[src/rtl/bsg_chip_reset_cord_sequencer.sv]
// Reset/cord sequencer: joins per-domain tag resets, releases domains one by one in index order.
// Optional status ports (seq_count_o, abort_o) are enabled by defining BSG_RESET_SEQ_STATUS_EN.
module bsg_chip_reset_cord_sequencer #(
    parameter int num_domains_p       = 4,
    parameter int cord_width_p        = 7,
    parameter int min_assert_cycles_p = 8,
    parameter int stage_cycles_p      = 4
) (
    input  logic                                        clk_i,
    input  logic                                        reset_n_i,
    input  logic [num_domains_p-1:0]                    tag_v_i,
    input  logic [num_domains_p-1:0]                    tag_reset_i,
    input  logic [num_domains_p-1:0][cord_width_p-1:0]  tag_cord_i,
    output logic [num_domains_p-1:0]                    domain_reset_o,
    output logic [num_domains_p-1:0][cord_width_p-1:0]  domain_cord_o,
    output logic                                        all_released_o,
    output logic                                        busy_o
`ifdef BSG_RESET_SEQ_STATUS_EN
    ,
    output logic [7:0]                                  seq_count_o,
    output logic                                        abort_o
`endif
);

    localparam int AW = (min_assert_cycles_p > 1) ? $clog2(min_assert_cycles_p) : 1;
    localparam int SW = (stage_cycles_p > 1) ? $clog2(stage_cycles_p) : 1;
    localparam int IW = $clog2(num_domains_p + 1);

    localparam logic [AW-1:0] ASSERT_LAST = AW'(min_assert_cycles_p - 1);
    localparam logic [SW-1:0] STAGE_LAST  = SW'(stage_cycles_p - 1);
    localparam logic [IW-1:0] IDX_LAST    = IW'(num_domains_p - 1);

    typedef enum logic [1:0] {S_RESET, S_HOLD, S_RELEASE, S_RUN} state_e;

    state_e                                       state_q, state_d;
    logic [AW-1:0]                                assert_ctr_q, assert_ctr_d;
    logic [SW-1:0]                                stage_ctr_q, stage_ctr_d;
    logic [IW-1:0]                                idx_q, idx_d;
    logic [num_domains_p-1:0]                     domain_reset_q, domain_reset_d;
    logic [num_domains_p-1:0][cord_width_p-1:0]   cord_q, cord_d;
    logic                                         req;

    assign req = |tag_reset_i;

    always_comb begin
        state_d        = state_q;
        assert_ctr_d   = assert_ctr_q;
        stage_ctr_d    = stage_ctr_q;
        idx_d          = idx_q;
        domain_reset_d = domain_reset_q;
        unique case (state_q)
            S_RESET: begin
                // req is deliberately ignored here: the minimum assert window always runs out
                domain_reset_d = '1;
                if (assert_ctr_q == ASSERT_LAST) begin
                    state_d      = req ? S_HOLD : S_RELEASE;
                    assert_ctr_d = '0;
                    stage_ctr_d  = '0;
                    idx_d        = '0;
                end else begin
                    assert_ctr_d = assert_ctr_q + AW'(1);
                end
            end
            S_HOLD: begin
                domain_reset_d = '1;
                if (!req) begin
                    state_d     = S_RELEASE;
                    stage_ctr_d = '0;
                    idx_d       = '0;
                end
            end
            S_RELEASE: begin
                // an abort wins over a release step falling on the same edge
                if (req) begin
                    state_d        = S_RESET;
                    domain_reset_d = '1;
                    assert_ctr_d   = '0;
                    stage_ctr_d    = '0;
                    idx_d          = '0;
                end else if (stage_ctr_q == STAGE_LAST) begin
                    for (int k = 0; k < num_domains_p; k++) begin
                        if (idx_q == IW'(k)) domain_reset_d[k] = 1'b0;
                    end
                    stage_ctr_d = '0;
                    idx_d       = idx_q + IW'(1);
                    if (idx_q == IDX_LAST) state_d = S_RUN;
                end else begin
                    stage_ctr_d = stage_ctr_q + SW'(1);
                end
            end
            S_RUN: begin
                if (req) begin
                    state_d        = S_RESET;
                    domain_reset_d = '1;
                    assert_ctr_d   = '0;
                    stage_ctr_d    = '0;
                    idx_d          = '0;
                end
            end
            default: begin
                state_d        = S_RESET;
                domain_reset_d = '1;
                assert_ctr_d   = '0;
                stage_ctr_d    = '0;
                idx_d          = '0;
            end
        endcase
    end

    // cord follows the tag client only while its domain is (registered) in reset
    for (genvar k = 0; k < num_domains_p; k++) begin : g_cord
        assign cord_d[k] = (tag_v_i[k] && domain_reset_q[k]) ? tag_cord_i[k] : cord_q[k];
    end

    always_ff @(posedge clk_i) begin
        if (!reset_n_i) begin
            state_q        <= S_RESET;
            assert_ctr_q   <= '0;
            stage_ctr_q    <= '0;
            idx_q          <= '0;
            domain_reset_q <= '1;
            cord_q         <= '0;
        end else begin
            state_q        <= state_d;
            assert_ctr_q   <= assert_ctr_d;
            stage_ctr_q    <= stage_ctr_d;
            idx_q          <= idx_d;
            domain_reset_q <= domain_reset_d;
            cord_q         <= cord_d;
        end
    end

    assign domain_reset_o = domain_reset_q;
    assign domain_cord_o  = cord_q;
    assign all_released_o = (state_q == S_RUN);
    assign busy_o         = (state_q != S_RUN);

`ifdef BSG_RESET_SEQ_STATUS_EN
    logic [7:0] seq_count_q, seq_count_d;
    logic       abort_q, abort_d;
    logic       seq_done, seq_abort;

    assign seq_done  = (state_q == S_RELEASE) && (state_d == S_RUN);
    assign seq_abort = (state_q == S_RELEASE) && req;

    always_comb begin
        seq_count_d = seq_count_q;
        abort_d     = abort_q;
        if (seq_done && seq_count_q != 8'hFF) seq_count_d = seq_count_q + 8'd1;
        if (seq_abort) abort_d = 1'b1;
    end

    always_ff @(posedge clk_i) begin
        if (!reset_n_i) begin
            seq_count_q <= '0;
            abort_q     <= 1'b0;
        end else begin
            seq_count_q <= seq_count_d;
            abort_q     <= abort_d;
        end
    end

    assign seq_count_o = seq_count_q;
    assign abort_o     = abort_q;
`endif

endmodule
[config.mk]
export PLATFORM = sky130hd
export DESIGN_NAME = bsg_chip_reset_cord_sequencer
export DESIGN_NICKNAME = d
export VERILOG_FILES = /design/src/rtl/bsg_chip_reset_cord_sequencer.sv
export SDC_FILE = /design/constraint.sdc
export NUM_CORES = 1
export LEC_CHECK = 0
export ABC_CLOCK_PERIOD_IN_PS = 2300
export CAP_MARGIN = 20
export CORE_MARGIN = 2
export CORE_UTILIZATION = 61
export DETAILED_ROUTE_END_ITERATION = 16
export DONT_BUFFER_PORTS = 1
export PLACE_DENSITY = 0.89
export SKIP_LAST_GASP = 1
export SYNTH_ARGS = -nofsm -noshare
export SYNTH_HDL_FRONTEND = slang
export SYNTH_SLANG_ARGS = --single-unit
[constraint.sdc]
create_clock -name clk_i -period 2.3 [get_ports clk_i]
set_clock_uncertainty 0.15 [all_clocks]
set_input_delay 0.115 -clock clk_i [delete_from_list [all_inputs] [get_ports clk_i]]
set_output_delay 0.115 -clock clk_i [all_outputs]
set_load 0.05 [all_outputs]
==> impl_metrics.tcl <==
set metrics [dict create \
    ir_drop_uv 756.6 \
    dpl_worst_slack_ns 0.4565 \
    cts_buffers 5 \
    crit_type "flip-flop to flip-flop" \
    die_y_um 59.47 \
    setup_viol 0 \
    via_count 2186 \
    hold_path_startpoint "tag_reset_i[0]" \
    clock-sinks 42 \
    dieArea_sq_um 3537 \
    core_sq_um 2978 \
    leakage_nw 1.120 \
    first_pass_iters 6 \
    yosysMostFrequentCell "dfxtp_1" \
    fin_tns_setup_ns 0 \
    synth-seq-cells 42 \
    power_mw 1.582 \
    final_core_util_pct 92.77 \
    routed_wirelength_mm 7.807 \
    cp_max_fo 6 \
    gp_congestion 0.8302 \
    synth_edf_count 0 \
    grt-ovfl-total 0 \
    r2r-start "domain_reset_o[1]" \
    crit_chain "buf_6 -> nand3_1 -> dlygate4sd3_1 -> a21boi_1 -> dlygate4sd3_1" \
    viasPerCell 6.810 \
    worstHoldPathType "input pin to flip-flop" \
    synthFlopType "dfxtp_1" \
    ioPinCount 72 \
    cellPowerDensity_nw_per_um2 572.7 \
    r2r_cells 5 \
    grt_usage_pct 43.86 \
    yosys_warnings 0 \
    antenna_found_initial 0 \
    startpoint_type "flip-flop" \
    relSlewSlack_pct 59.99 \
    drive_above_1_share_pct 7.986 \
    synth_top_cells_by_count "dfxtp_1 (42), nand2_1 (38), nand3_1 (33)" \
    final.min_clock_period_ns 2.275 \
    hold_depth 4 \
    nets 333 \
    synth_top_area_cell "dfxtp_1" \
    syn_area_per_cell_sq_um 8.689 \
    fin_ws_ns 0.02471 \
    grt_pass1_wl_mm 11.13 \
    cts_tree "yes" \
    outcome "finished clean" \
    clkTransAtPathRegs_ns 0.15 \
    hold-worst-slack_ns 0.2661 \
    dp_hpwl_mm 2.472 \
    h-tree-depth 2 \
    synthCells 216 \
    start_util_pct 63.03 \
    wl_per_cell_um 24.32 \
    antennaDiodeCount 0 \
    critPathSlowestCell "dlygate4sd3_1" \
    max_freq_mhz 439.5 \
    clock_latency_ns 0.37 \
    portBuffers 0 \
    tightest_slew_ns 0.5994 \
    drv_cap 0 \
    ctsRootBufferMaster "clkbuf_4" \
    synth_seq_area_share_pct 44.80 \
    synth_top_area_share_pct 44.80 \
    area_growth_pct 47.20 \
    yosys.cell_types.count 35 \
    grt_pass1_vias 2120 \
    crit_buf_inv 3 \
    crit_top_cell "dlygate4sd3_1" \
    r2r_end "domain_cord_o[12]" \
    drc_errors 0 \
    die_x_um 59.47 \
    critPathCaptureType "flip-flop" \
    required_ns 2.48 \
    reg2reg_setup_slack_ns 0.02 \
    cp_top_family "buffers and inverters" \
    antenna_left 0 \
    synth.area.top_cells "dfxtp_1 (45%), nand3_1 (8.8%), nand2_1 (7.6%), a21boi_0 (6.8%), a21boi_1 (6.0%)" \
    syn_area_sq_um 1877 \
    holdPathEnd "stage_ctr_q[0]" \
    drt_iter0_drc 314 \
    grt_max_degree 41 \
    finalMaxSlewViolations 0 \
    slowest_delay_ns 0.59 \
    cts_buffer_depth 2 \
    worst_ep_arrival_time_ns 2.45 \
    syn-num-nets 262 \
    synth-async-reset-ratio_pct 0 \
    hold_violations 0 \
    min_period_over_period_pct 98.93 \
    rows 20 \
]
[worst max path at each step]
stage,start,to,slack [ns],depth (start not counted)
after CTS,domain_reset_o[1],domain_cord_o[11],0.08,5
after global placement,assert_ctr_q[0],idx_q[2],0.52,6
final,domain_reset_o[1],domain_cord_o[12],0.02,5
after detailed placement,assert_ctr_q[0],idx_q[2],0.46,6
after global routing,domain_reset_o[1],domain_cord_o[8],-0.01,5
after floorplan,state_q[1],all_released_o,0.51,4
[per-layer routing]
layer  GRT usage, %  vias up  share of wire, %
li1               -      888                 -
met1          50.14      999                35
met2          69.23      220                45
met3          12.66       79                12
met4          31.82        0               8.3
met5              0        -                 0
[logic make-up (layout without fill, tap and decap cells)]
| kind of cell | Yosys count | count (layout) | synth area share, % |
|---|---|---|---|
| buffers and inverters | 22 | 94 | 4.666 |
| adders and majority gates | 8 | 8 | 5.334 |
| DFF | 42 | 42 | 44.80 |
| AOI/OAI and AO/OA | 52 | 52 | 21.13 |
| muxes | 2 | 2 | 1.133 |
| and+or+nand+nor | 90 | 90 | 22.93 |
[layout by cell type, fill, tap and decap left out, types with 4 or more instances in the layout]
cell type / n
dlygate4sd3_1: 73
clkbuf_4: 5
buf_4: 4
inv_1: 5
nand2_1: 38
ha_1: 8
a21boi_1: 17
o21ai_0: 5
dfxtp_1: 39
nand3_1: 33
a21boi_0: 14
a21o_1: 4
[through the flow]
stage	instances	area, sq um
CTS	320	2713
finish	321	2763
detailed placement	238	1894
global route	321	2763
floorplan	216	1877
global placement	238	1894
[report_power, final]
part           total [mW]  switching (mW)  internal, mW
sequential          0.881           0.122         0.760
clock               0.491           0.265         0.226
combinational       0.210          0.0847         0.125
[state kept, by name, summed over array words and instances, names as in the netlist]
signal          flops
domain_reset_o      4
assert_ctr_q        3
state_q             2
idx_q               3
domain_cord_o      28
stage_ctr_q         2
[worst reg2reg max path: cells and delay by family, from the launching register on]
| family | cells | cell delay (ns) |
|---|---|---|
| AO/OA/AOI/OAI | 1 | 0.19 |
| buffers and inverters | 3 | 1.38 |
| flip-flops | 1 | 0.41 |
| AND/OR/NAND/NOR | 1 | 0.10 |
[what timing repair did]
action                                  CTS  global route
endpoints found under the hold margin    42             0
setup buffers                             0             0
hold buffers                             74             0
gates resized for setup                   0            12
endpoints found under the setup margin    0            15
[area by class of cell]
cell class                 count  area (sq um)
fill                          92         215.2
clock inverter                 3         40.04
multi-input combinational    152         953.4
timing repair buffer          81         827.0
inverter                       5         18.77
sequential                    42         844.6
tap                           33         41.29
clock buffer                   5         37.54
Power figures use the tool's default switching activity.
